===== src/rtl/mem_stage_lsu_if.sv =====
// mem_stage_lsu_if
//   Bundles every handshake and bus signal of the MEM stage: the EX/MEM
//   valid/ready input, the req/gnt/rvalid data-memory port and the
//   registered valid/ready output toward MEM/WB.
//   Modports:
//     slave  - the MEM stage itself (consumes EX ops, masters the memory port)
//     master - the environment (EX/MEM register, data memory, MEM/WB register)
//   Signals:
//     flush, ls_valid, ts_ready, ts_valid, ns_ready    pipeline control
//     ex_inst/ex_pc/ex_result/ex_rw_en/ex_rw_addr/
//     ex_lsu_data/ex_lsu_op                             incoming EX result
//     data_req/we/addr/wstrb/wdata, data_gnt/rvalid/rdata   memory port
//     wb_inst/wb_pc/wb_result/wb_rw_en/wb_rw_addr/wb_ale    outgoing result
interface mem_stage_lsu_if #(
   parameter int XLEN     = 32,
   parameter int LSU_OP_W = 4
);
   logic                flush;
   logic                ls_valid;
   logic                ts_ready;
   logic                ts_valid;
   logic                ns_ready;

   logic [XLEN-1:0]     ex_inst;
   logic [XLEN-1:0]     ex_pc;
   logic [XLEN-1:0]     ex_result;
   logic                ex_rw_en;
   logic [4:0]          ex_rw_addr;
   logic [XLEN-1:0]     ex_lsu_data;
   logic [LSU_OP_W-1:0] ex_lsu_op;

   logic                data_req;
   logic                data_we;
   logic [XLEN-1:0]     data_addr;
   logic [3:0]          data_wstrb;
   logic [XLEN-1:0]     data_wdata;
   logic                data_gnt;
   logic                data_rvalid;
   logic [XLEN-1:0]     data_rdata;

   logic [XLEN-1:0]     wb_inst;
   logic [XLEN-1:0]     wb_pc;
   logic [XLEN-1:0]     wb_result;
   logic                wb_rw_en;
   logic [4:0]          wb_rw_addr;
   logic                wb_ale;

   modport slave (
      input  flush, ls_valid, ns_ready,
      input  ex_inst, ex_pc, ex_result, ex_rw_en, ex_rw_addr, ex_lsu_data, ex_lsu_op,
      input  data_gnt, data_rvalid, data_rdata,
      output ts_ready, ts_valid,
      output data_req, data_we, data_addr, data_wstrb, data_wdata,
      output wb_inst, wb_pc, wb_result, wb_rw_en, wb_rw_addr, wb_ale
   );

   modport master (
      output flush, ls_valid, ns_ready,
      output ex_inst, ex_pc, ex_result, ex_rw_en, ex_rw_addr, ex_lsu_data, ex_lsu_op,
      output data_gnt, data_rvalid, data_rdata,
      input  ts_ready, ts_valid,
      input  data_req, data_we, data_addr, data_wstrb, data_wdata,
      input  wb_inst, wb_pc, wb_result, wb_rw_en, wb_rw_addr, wb_ale
   );
endinterface


===== src/rtl/mem_stage_lsu.sv =====
// mem_stage_lsu
//   Consumer end of the EX->MEM pipeline register. Accepts one EX result per
//   ls_valid/ts_ready handshake. Non-memory ops and misaligned accesses go
//   straight to the output register (1 cycle). Aligned loads/stores run a
//   req/gnt/rvalid transaction with byte-lane alignment on the way out and
//   load extension on the way back.
//   Ports:
//     clk  - rising-edge clock
//     rst  - asynchronous active-high reset
//     bus  - mem_stage_lsu_if.slave (pipeline handshakes, memory port, WB result)
//
//   state   | meaning
//   --------+-----------------------------------------------------------
//   S_IDLE  | ready for a new op (if the output register can take one)
//   S_REQ   | data_req high with stable address/strobes/data, awaiting gnt
//   S_WAIT  | granted, awaiting rvalid; result written on arrival
//   S_DRAIN | flushed after grant; swallow the pending rvalid, then idle
module mem_stage_lsu #(
   parameter int XLEN     = 32,
   parameter int LSU_OP_W = 4
) (
   input  logic           clk,
   input  logic           rst,
   mem_stage_lsu_if.slave bus
);
   typedef enum logic [1:0] {S_IDLE, S_REQ, S_WAIT, S_DRAIN} state_t;
   typedef enum logic [1:0] {SZ_NONE, SZ_B, SZ_H, SZ_W} size_t;

   localparam logic [LSU_OP_W-1:0] OP_LD_B  = LSU_OP_W'(1);
   localparam logic [LSU_OP_W-1:0] OP_LD_H  = LSU_OP_W'(2);
   localparam logic [LSU_OP_W-1:0] OP_LD_W  = LSU_OP_W'(3);
   localparam logic [LSU_OP_W-1:0] OP_ST_B  = LSU_OP_W'(4);
   localparam logic [LSU_OP_W-1:0] OP_ST_H  = LSU_OP_W'(5);
   localparam logic [LSU_OP_W-1:0] OP_ST_W  = LSU_OP_W'(6);
   localparam logic [LSU_OP_W-1:0] OP_LD_BU = LSU_OP_W'(7);
   localparam logic [LSU_OP_W-1:0] OP_LD_HU = LSU_OP_W'(8);

   state_t              state;

   logic                ts_valid_q;
   logic                data_req_q;
   logic                data_we_q;
   logic [XLEN-1:0]     data_addr_q;
   logic [3:0]          data_wstrb_q;
   logic [XLEN-1:0]     data_wdata_q;
   logic [XLEN-1:0]     wb_inst_q;
   logic [XLEN-1:0]     wb_pc_q;
   logic [XLEN-1:0]     wb_result_q;
   logic                wb_rw_en_q;
   logic [4:0]          wb_rw_addr_q;
   logic                wb_ale_q;

   // Op context held for the duration of a memory transaction
   logic [LSU_OP_W-1:0] lat_op;
   logic [XLEN-1:0]     lat_addr;
   logic [XLEN-1:0]     lat_inst;
   logic [XLEN-1:0]     lat_pc;
   logic                lat_rw_en;
   logic [4:0]          lat_rw_addr;

   logic                ts_ready_c;
   logic                fire;
   size_t               op_size;
   logic                op_load;
   logic                misalign;
   logic [3:0]          st_strb;
   logic [XLEN-1:0]     st_wdata;
   logic [7:0]          ld_byte;
   logic [15:0]         ld_half;
   logic [XLEN-1:0]     ld_value;

   assign ts_ready_c = (state == S_IDLE) && (!ts_valid_q || bus.ns_ready);
   // flush takes priority: an op offered in a flush cycle is dropped
   assign fire       = bus.ls_valid && ts_ready_c && !bus.flush;

   always_comb begin : decode
      op_size  = SZ_NONE;
      op_load  = 1'b0;
      case (bus.ex_lsu_op)
         OP_LD_B, OP_LD_BU: begin op_size = SZ_B; op_load = 1'b1; end
         OP_LD_H, OP_LD_HU: begin op_size = SZ_H; op_load = 1'b1; end
         OP_LD_W:           begin op_size = SZ_W; op_load = 1'b1; end
         OP_ST_B:           op_size = SZ_B;
         OP_ST_H:           op_size = SZ_H;
         OP_ST_W:           op_size = SZ_W;
         default:           op_size = SZ_NONE;
      endcase

      misalign = ((op_size == SZ_H) && bus.ex_result[0]) ||
                 ((op_size == SZ_W) && (bus.ex_result[1:0] != 2'b00));

      st_strb  = 4'b0000;
      st_wdata = bus.ex_lsu_data;
      if (!op_load) begin
         case (op_size)
            SZ_B: begin
               st_strb  = 4'b0001 << bus.ex_result[1:0];
               st_wdata = {4{bus.ex_lsu_data[7:0]}};
            end
            SZ_H: begin
               st_strb  = bus.ex_result[1] ? 4'b1100 : 4'b0011;
               st_wdata = {2{bus.ex_lsu_data[15:0]}};
            end
            SZ_W:    st_strb = 4'b1111;
            default: st_strb = 4'b0000;
         endcase
      end
   end

   always_comb begin : load_align
      ld_byte = bus.data_rdata[7:0];
      case (lat_addr[1:0])
         2'd1:    ld_byte = bus.data_rdata[15:8];
         2'd2:    ld_byte = bus.data_rdata[23:16];
         2'd3:    ld_byte = bus.data_rdata[31:24];
         default: ld_byte = bus.data_rdata[7:0];
      endcase
      ld_half = lat_addr[1] ? bus.data_rdata[31:16] : bus.data_rdata[15:0];

      case (lat_op)
         OP_LD_B:  ld_value = {{24{ld_byte[7]}}, ld_byte};
         OP_LD_BU: ld_value = {24'h0, ld_byte};
         OP_LD_H:  ld_value = {{16{ld_half[15]}}, ld_half};
         OP_LD_HU: ld_value = {16'h0, ld_half};
         OP_LD_W:  ld_value = bus.data_rdata;
         default:  ld_value = lat_addr;   // stores report their address
      endcase
   end

   always_ff @(posedge clk or posedge rst) begin
      if (rst) begin
         state        <= S_IDLE;
         ts_valid_q   <= 1'b0;
         data_req_q   <= 1'b0;
         data_we_q    <= 1'b0;
         data_addr_q  <= '0;
         data_wstrb_q <= 4'b0000;
         data_wdata_q <= '0;
         wb_inst_q    <= '0;
         wb_pc_q      <= '0;
         wb_result_q  <= '0;
         wb_rw_en_q   <= 1'b0;
         wb_rw_addr_q <= 5'd0;
         wb_ale_q     <= 1'b0;
         lat_op       <= '0;
         lat_addr     <= '0;
         lat_inst     <= '0;
         lat_pc       <= '0;
         lat_rw_en    <= 1'b0;
         lat_rw_addr  <= 5'd0;
      end else begin
         // Downstream took the current result; a new load below overrides
         if (ts_valid_q && bus.ns_ready)
            ts_valid_q <= 1'b0;

         case (state)
            S_IDLE: begin
               if (fire) begin
                  if (op_size == SZ_NONE || misalign) begin
                     ts_valid_q   <= 1'b1;
                     wb_inst_q    <= bus.ex_inst;
                     wb_pc_q      <= bus.ex_pc;
                     wb_result_q  <= bus.ex_result;
                     wb_rw_en_q   <= bus.ex_rw_en && !misalign;
                     wb_rw_addr_q <= bus.ex_rw_addr;
                     wb_ale_q     <= misalign;
                  end else begin
                     lat_op       <= bus.ex_lsu_op;
                     lat_addr     <= bus.ex_result;
                     lat_inst     <= bus.ex_inst;
                     lat_pc       <= bus.ex_pc;
                     lat_rw_en    <= bus.ex_rw_en;
                     lat_rw_addr  <= bus.ex_rw_addr;
                     data_req_q   <= 1'b1;
                     data_we_q    <= !op_load;
                     data_addr_q  <= {bus.ex_result[XLEN-1:2], 2'b00};
                     data_wstrb_q <= st_strb;
                     data_wdata_q <= st_wdata;
                     state        <= S_REQ;
                  end
               end
            end
            S_REQ: begin
               if (bus.flush) begin
                  data_req_q <= 1'b0;
                  // a grant in the flush cycle still owes us a response
                  state      <= bus.data_gnt ? S_DRAIN : S_IDLE;
               end else if (bus.data_gnt) begin
                  data_req_q <= 1'b0;
                  state      <= S_WAIT;
               end
            end
            S_WAIT: begin
               if (bus.flush) begin
                  state <= bus.data_rvalid ? S_IDLE : S_DRAIN;
               end else if (bus.data_rvalid) begin
                  ts_valid_q   <= 1'b1;
                  wb_inst_q    <= lat_inst;
                  wb_pc_q      <= lat_pc;
                  wb_result_q  <= ld_value;
                  wb_rw_en_q   <= lat_rw_en;
                  wb_rw_addr_q <= lat_rw_addr;
                  wb_ale_q     <= 1'b0;
                  state        <= S_IDLE;
               end
            end
            S_DRAIN: begin
               if (bus.data_rvalid)
                  state <= S_IDLE;
            end
            default: state <= S_IDLE;
         endcase

         if (bus.flush)
            ts_valid_q <= 1'b0;
      end
   end

   assign bus.ts_ready   = ts_ready_c;
   assign bus.ts_valid   = ts_valid_q;
   assign bus.data_req   = data_req_q;
   assign bus.data_we    = data_we_q;
   assign bus.data_addr  = data_addr_q;
   assign bus.data_wstrb = data_wstrb_q;
   assign bus.data_wdata = data_wdata_q;
   assign bus.wb_inst    = wb_inst_q;
   assign bus.wb_pc      = wb_pc_q;
   assign bus.wb_result  = wb_result_q;
   assign bus.wb_rw_en   = wb_rw_en_q;
   assign bus.wb_rw_addr = wb_rw_addr_q;
   assign bus.wb_ale     = wb_ale_q;
endmodule


===== src/flat_wrapper.sv =====
// flat-port wrapper written by rule: the top's interface ports become plain ports
module mem_stage_lsu_flat 
#(
   parameter int XLEN     = 32,
   parameter int LSU_OP_W = 4
)
  (clk, rst, bus_flush, bus_ls_valid, bus_ns_ready, bus_ex_inst, bus_ex_pc, bus_ex_result, bus_ex_rw_en, bus_ex_rw_addr, bus_ex_lsu_data, bus_ex_lsu_op, bus_data_gnt, bus_data_rvalid, bus_data_rdata, bus_ts_ready, bus_ts_valid, bus_data_req, bus_data_we, bus_data_addr, bus_data_wstrb, bus_data_wdata, bus_wb_inst, bus_wb_pc, bus_wb_result, bus_wb_rw_en, bus_wb_rw_addr, bus_wb_ale);
  mem_stage_lsu_if #(.XLEN(XLEN), .LSU_OP_W(LSU_OP_W)) bus_i ();
  input  logic clk;
  input  logic rst;
  input wire logic [$bits(bus_i.flush)-1:0] bus_flush;
  input wire logic [$bits(bus_i.ls_valid)-1:0] bus_ls_valid;
  input wire logic [$bits(bus_i.ns_ready)-1:0] bus_ns_ready;
  input wire logic [$bits(bus_i.ex_inst)-1:0] bus_ex_inst;
  input wire logic [$bits(bus_i.ex_pc)-1:0] bus_ex_pc;
  input wire logic [$bits(bus_i.ex_result)-1:0] bus_ex_result;
  input wire logic [$bits(bus_i.ex_rw_en)-1:0] bus_ex_rw_en;
  input wire logic [$bits(bus_i.ex_rw_addr)-1:0] bus_ex_rw_addr;
  input wire logic [$bits(bus_i.ex_lsu_data)-1:0] bus_ex_lsu_data;
  input wire logic [$bits(bus_i.ex_lsu_op)-1:0] bus_ex_lsu_op;
  input wire logic [$bits(bus_i.data_gnt)-1:0] bus_data_gnt;
  input wire logic [$bits(bus_i.data_rvalid)-1:0] bus_data_rvalid;
  input wire logic [$bits(bus_i.data_rdata)-1:0] bus_data_rdata;
  output wire logic [$bits(bus_i.ts_ready)-1:0] bus_ts_ready;
  output wire logic [$bits(bus_i.ts_valid)-1:0] bus_ts_valid;
  output wire logic [$bits(bus_i.data_req)-1:0] bus_data_req;
  output wire logic [$bits(bus_i.data_we)-1:0] bus_data_we;
  output wire logic [$bits(bus_i.data_addr)-1:0] bus_data_addr;
  output wire logic [$bits(bus_i.data_wstrb)-1:0] bus_data_wstrb;
  output wire logic [$bits(bus_i.data_wdata)-1:0] bus_data_wdata;
  output wire logic [$bits(bus_i.wb_inst)-1:0] bus_wb_inst;
  output wire logic [$bits(bus_i.wb_pc)-1:0] bus_wb_pc;
  output wire logic [$bits(bus_i.wb_result)-1:0] bus_wb_result;
  output wire logic [$bits(bus_i.wb_rw_en)-1:0] bus_wb_rw_en;
  output wire logic [$bits(bus_i.wb_rw_addr)-1:0] bus_wb_rw_addr;
  output wire logic [$bits(bus_i.wb_ale)-1:0] bus_wb_ale;
  assign bus_i.flush = bus_flush;
  assign bus_i.ls_valid = bus_ls_valid;
  assign bus_i.ns_ready = bus_ns_ready;
  assign bus_i.ex_inst = bus_ex_inst;
  assign bus_i.ex_pc = bus_ex_pc;
  assign bus_i.ex_result = bus_ex_result;
  assign bus_i.ex_rw_en = bus_ex_rw_en;
  assign bus_i.ex_rw_addr = bus_ex_rw_addr;
  assign bus_i.ex_lsu_data = bus_ex_lsu_data;
  assign bus_i.ex_lsu_op = bus_ex_lsu_op;
  assign bus_i.data_gnt = bus_data_gnt;
  assign bus_i.data_rvalid = bus_data_rvalid;
  assign bus_i.data_rdata = bus_data_rdata;
  assign bus_ts_ready = bus_i.ts_ready;
  assign bus_ts_valid = bus_i.ts_valid;
  assign bus_data_req = bus_i.data_req;
  assign bus_data_we = bus_i.data_we;
  assign bus_data_addr = bus_i.data_addr;
  assign bus_data_wstrb = bus_i.data_wstrb;
  assign bus_data_wdata = bus_i.data_wdata;
  assign bus_wb_inst = bus_i.wb_inst;
  assign bus_wb_pc = bus_i.wb_pc;
  assign bus_wb_result = bus_i.wb_result;
  assign bus_wb_rw_en = bus_i.wb_rw_en;
  assign bus_wb_rw_addr = bus_i.wb_rw_addr;
  assign bus_wb_ale = bus_i.wb_ale;
  mem_stage_lsu #(.XLEN(XLEN), .LSU_OP_W(LSU_OP_W)) u_core (.clk(clk), .rst(rst), .bus(bus_i));
endmodule

===== config.mk =====
export PLATFORM = sky130hd
export DESIGN_NAME = mem_stage_lsu_flat
export DESIGN_NICKNAME = d
export VERILOG_FILES = /design/src/rtl/mem_stage_lsu_if.sv /design/src/rtl/mem_stage_lsu.sv /design/src/flat_wrapper.sv
export SDC_FILE = /design/constraint.sdc
export NUM_CORES = 1
export LEC_CHECK = 0
export BUFFER_PORTS_ARGS = -buffer_cell sky130_fd_sc_hd__buf_2
export CORE_MARGIN = 5
export CORE_UTILIZATION = 56
export DETAILED_ROUTE_END_ITERATION = 10
export PLACE_DENSITY = 0.85
export SYNTH_ARGS = -nofsm -noshare
export SYNTH_HDL_FRONTEND = slang
export SYNTH_SLANG_ARGS = --single-unit

===== constraint.sdc =====
create_clock -name clk -period 19.4 [get_ports clk]
set_input_delay 2.91 -clock clk [delete_from_list [all_inputs] [get_ports clk]]
set_output_delay 2.91 -clock clk [all_outputs]
set_load 0.005 [all_outputs]

* Yosys cells after proc, flatten, opt, wreduce, memory -nomap -nowiden
Cells that the tools add are included.
W data, S select, Z words.
** Operators by class
- Equal/unequal tests :: 28
- Shift operators :: 1
- Multiplexer cells :: 60
- Bitwise logic cells :: 1
- Reduce and logical (&&, ||, !) cells :: 27
** Operator list (count)
- $mux W32 :: 13
- $pmux W32 S2 :: 4
- $pmux W32 S5 :: 1
- $pmux W8 S3 :: 1
- $eq A4 B3 Y1 const B :: 5
- $mux W5 :: 4
- $mux W1 :: 18
- $eq A4 B2 Y1 const B :: 4
- $mux W16 :: 1
- $mux W2 :: 8
- $eq A2 B2 Y1 const B :: 6
- $pmux W4 S3 :: 1
- $pmux W5 S2 :: 1
- $eq A4 B1 Y1 const B :: 2
- $eq A4 B4 Y1 const B :: 2
- $mux W4 :: 2
- $ne A2 B2 Y1 const B :: 4
- $pmux W1 S2 :: 4
- $pmux W2 S4 :: 1
- $logic_and A1 B1 Y1 :: 7
- $eq A2 B1 Y1 const B :: 3
- $pmux W2 S3 :: 1
- $reduce_and A3 Y1 :: 2
- $reduce_bool A2 Y1 :: 3
- other kinds (12) :: 19
** Word-level totals
- Register bits :: 280
- Input bits :: 177
- Output and inout bits :: 175
- Word-level logic and storage cells :: 136

* Logic depth before layout (Yosys ltp)
- Depth in word-level cells :: 11
- Depth in mapped cells :: 14
- Mapped depth without buffers :: 11

* Least setup slack after synthesis
OpenSTA, ideal clock, no wires.
- Path type :: in2out
- Start :: input port bus_ns_ready
- End :: output port bus_ts_ready
- Arrival time :: 3.238 ns
- Required time :: 16.490 ns
- Path slack :: 13.252 ns
- Stages on the path :: 2
- Path buffers :: 0
- Cells stage by stage :: nand2b_1 nor3b_1
** On the way
- Cells in the longest elaborated chain, start to end :: 2
** Ends and longest elaborated chain
- start: declaration :: line flat_wrapper.sv:13 : input wire logic [$bits(bus_i.ns_ready)-1:0] bus_ns_ready;
- $logic_or A1 B1 Y1 :: line mem_stage_lsu.sv:72 : assign ts_ready_c = (state == S_IDLE) && (!ts_valid_q || bus.ns_ready);
- $logic_and A1 B1 Y1 :: line mem_stage_lsu.sv:72
- end: declaration :: line flat_wrapper.sv:24 : output wire logic [$bits(bus_i.ts_ready)-1:0] bus_ts_ready;
No other way between the ends.

* Worst setup path in the final report
Ends and elaborated chain as after synthesis.

==> impl_metrics.py <==
metrics = {
    "setup_path": {
        "cp_max_fo": 3,
        "rrSetupSlack_ns": 16.25,
        "critPathArrivalTime_ns": 3.44,
        "r2r-end": "u_core.bus.wb_rw_addr[1]$_DFFE_PP0P_",
        "end_kind": "output port",
        "reg2regPathDepth": 5,
        "startpoint_type": "input port",
        "worstSetupPathType": "input port to output port",
        "required_ns": 16.49,
        "r2r_start": "u_core.state[0]$_DFFE_PP0P_",
    },
    "synthesis": {
        "yosys_warnings": 0,
        "ys_types": 54,
        "yosysTopAreaCellShare_pct": 53.67,
        "ys.flop_type": "dfrtp_1",
        "synth_cells": 1377,
        "synthTopCellsByArea": "dfrtp_1 54%, nand2_1 17%, a31oi_1 4.3%, nor2_1 4.2%, o21ai_0 2.2%",
        "avgSynthCellArea_sq_um": 8.465,
        "mappedNetlistArea_sq_mm": 0.01166,
        "yosysTopAreaCell": "dfrtp_1",
        "synth-seq-cells": 250,
        "synth_edf_count": 0,
        "async_flop_share_pct": 100.0,
        "seq_area_frac_synth_pct": 53.67,
    },
    "sta": {
        "slew_viol_final": 0,
        "finalCritPeriodShare_pct": 32.73,
        "rsz0062_at_grt": "false",
        "fin_setup_tns_ns": 0,
        "max_freq_ghz": 0.1575,
        "tightest_slew_ns": 1.155,
        "fin_skew_ns": 0.009569,
        "holdWs_ns": 0.4731,
        "maxSlewHeadroom_pct": 22.26,
        "finalSetupViolCount": 0,
        "period_minus_slack_ns": 6.350,
        "final_hold_viol_count": 0,
    },
    "clock_tree": {
        "cts_resized": 0,
        "cts_root_buffer": "clkbuf_16",
        "clk_path_buf_depth": 3,
        "clock_latency_ns": 0.53,
        "cts_sinks": 250,
        "cts_buffers": 26,
        "cts_hold_buf": 0,
        "cts_tree": "yes",
        "cts_setup_buffers": 0,
        "htreeDepth": 1,
        "clk_pin_slew_ns": 0.06,
    },
    "placement": {
        "place_inst": 1883,
        "hpwlAfterDp_um": 24710,
        "gp_congestion": 0.9743,
        "io_buffer_count": 349,
    },
    "power_and_ir_drop": {
        "p_per_area_mw_per_mm2": 161.8,
        "ir_drop_mv": 0.08231,
        "p_leak_nw": 7.120,
    },
    "worst_hold_path": {
        "min_path_cells": 2,
        "hold_end": "u_core.lat_pc[30]$_DFFE_PP0P_",
        "holdCritStartpoint": "u_core.lat_pc[30]$_DFFE_PP0P_",
        "hold_path.class": "register to register",
    },
    "grt": {
        "grtUsageTotal_pct": 29.37,
        "grt_pass1_vias": 10885,
        "grt_antenna_before_repair": 4,
        "grt_pass1_wl_um": 57340,
        "grt_max_degree": 111,
        "grt_overflow": 0,
    },
    "routing": {
        "vias": 11073,
        "drt-wirelength-per-cell_um": 18.66,
        "drt_first_iter_violations": 821,
        "ant_nets": 0,
        "routed_wirelength_um": 36070,
        "route.detailed.drc": 0,
        "first_pass_iters": 5,
        "routed_via_density": 5.728,
    },
    "floorplanning": {
        "start_util_pct": 57.24,
        "core.rowCount": 52,
        "die_area_sq_mm": 0.02380,
        "coreArea_sq_mm": 0.02036,
        "die_w_um": 154.3,
        "io_pins": 352,
        "fp.dieH_um": 154.3,
    },
    "final_layout": {
        "fillers": 1592,
        "final_util_pct": 69.58,
        "multi_input_area_sq_mm": 0.004772,
        "stdcell_count": 1933,
        "fin_nets": 1822,
        "drive_gt1_share_pct": 25.42,
        "ff_latch_area_sq_mm": 0.006256,
        "areaGrowthSynthToFinish_pct": 21.56,
    },
    "status": {
        "status": "finished, final reports clean",
    },
    "job": {
        "maxCapViolations": 0,
    },
}
==> cell type report <==
type | instances | area share [%]
Tap cell | 270 | 2.384
Antenna cell | 3 | 0.05298
Multi-Input combinational cell | 993 | 33.68
Clock inverter | 10 | 1.174
Clock buffer | 37 | 5.307
Sequential cell | 250 | 44.15
Inverter | 9 | 0.2914
Timing Repair Buffer | 361 | 12.96
==> worst max-delay path, stage by stage <==
cell and delay (ns):
buf_2 0.09, nand2b_1 0.16, nor3b_1 0.14, buf_2 0.14
==> cells in the mapped netlist (2+ instances only) <==
| cell | instances |
|---|---|
| ha_1 | 4 |
| o21ai_1 | 16 |
| and2_1 | 16 |
| a21oi_1 | 37 |
| o21a_1 | 3 |
| a22o_1 | 8 |
| clkbuf_1 | 63 |
| buf_2 | 21 |
| o21ai_0 | 51 |
| o211ai_1 | 8 |
| o221ai_1 | 17 |
| dfrtp_1 | 250 |
| nand3_1 | 9 |
| nor3_1 | 13 |
| nand2b_1 | 10 |
| a31oi_1 | 81 |
| mux2_2 | 6 |
| a221oi_1 | 14 |
| buf_6 | 3 |
| o31ai_1 | 2 |
| buf_1 | 5 |
| nor4b_1 | 2 |
| nand2_1 | 518 |
| a221o_1 | 5 |
| nor2_1 | 129 |
| a22oi_1 | 2 |
| or2_2 | 2 |
| nor2b_1 | 5 |
| buf_4 | 34 |
| inv_1 | 9 |
| nor3b_1 | 3 |
| and3_1 | 3 |
| xnor2_1 | 2 |
| mux2i_1 | 5 |
| a211oi_1 | 2 |
==> metrics by stage <==
| stage | setup WS (ns) | power (mW) | area [sq um] |
|---|---|---|---|
| after floorplan | 9.618 | 1.432 | 11660 |
| after global placement | 12.85 | 1.720 | 13240 |
| after detailed placement | 12.80 | 1.756 | 13240 |
| after CTS | 13.05 | 2.295 | 14160 |
| after global routing | 13.00 | 2.445 | 14170 |
| final | 13.05 | 2.292 | 14170 |
==> registers in the layout (all words and copies together) (netlist names), 2 cells and up <==
register / cells
u_core.bus.data_wdata: 32
u_core.bus.wb_inst: 32
u_core.bus.wb_pc: 32
u_core.bus.wb_result: 32
u_core.lat_inst: 32
u_core.lat_pc: 32
u_core.lat_addr: 31
u_core.bus.wb_rw_addr: 5
u_core.lat_rw_addr: 5
u_core.bus.data_wstrb: 4
u_core.lat_op: 4
u_core.state: 2
==> routing by layer <==
| metal | up-vias | track usage, % | wire length (um) |
|---|---|---|---|
| li1 | 5080 | - | - |
| met1 | 5269 | 37.41 | 13510 |
| met2 | 609 | 48.02 | 17110 |
| met3 | 113 | 7.823 | 3843 |
| met4 | 2 | 11.94 | 1591 |
| met5 | - | 0 | 11 |
==> where the power goes <==
group	total, mW	leakage (nW)	internal, mW	switching, mW
combinational	0.813	3.69	0.326	0.486
sequential	0.948	2.99	0.772	0.176
clock	0.531	0.445	0.323	0.208
total	2.29	7.12	1.42	0.871
==> how the worst max path moves through the flow <==
stage                startpoint                              endpoint  slack [ns]  cells after the start
6_report           bus_ns_ready                          bus_ts_ready       13.05                      4
5_1_grt            bus_ns_ready                          bus_ts_ready       13.00                      4
4_1_cts            bus_ns_ready                          bus_ts_ready       13.05                      4
3_5_place_dp   bus_ex_lsu_op[1]           u_core.state[0]$_DFFE_PP0P_       12.80                     12
3_3_place_gp   bus_ex_lsu_op[1]           u_core.state[0]$_DFFE_PP0P_       12.85                     12
2_1_floorplan               rst  u_core.bus.data_addr[31]$_DFFE_PP0P_        9.62                      1
==> placed cells by master, fill, tap and decap left out, types with 17 or more instances in the layout <==
cell type / n
nor2_1: 129
o221ai_1: 17
dfrtp_1: 250
a31oi_1: 81
clkbuf_16: 26
a21oi_1: 37
o21ai_0: 51
buf_2: 349
nand2_1: 518
==> kinds of logic after synthesis <==
logic type	after synthesis	synth area share, %
multiplexers	12	1.202
adder cells (fa/ha/maj)	4	0.4294
other	1	0.03217
XOR/XNOR	3	0.2255
AND/OR/NAND/NOR	720	24.83
buffers and inverters	135	5.861
AO/OA/AOI/OAI	252	13.75
flip-flops	250	53.67
Note: power is estimated with default switching activity, not from simulation.
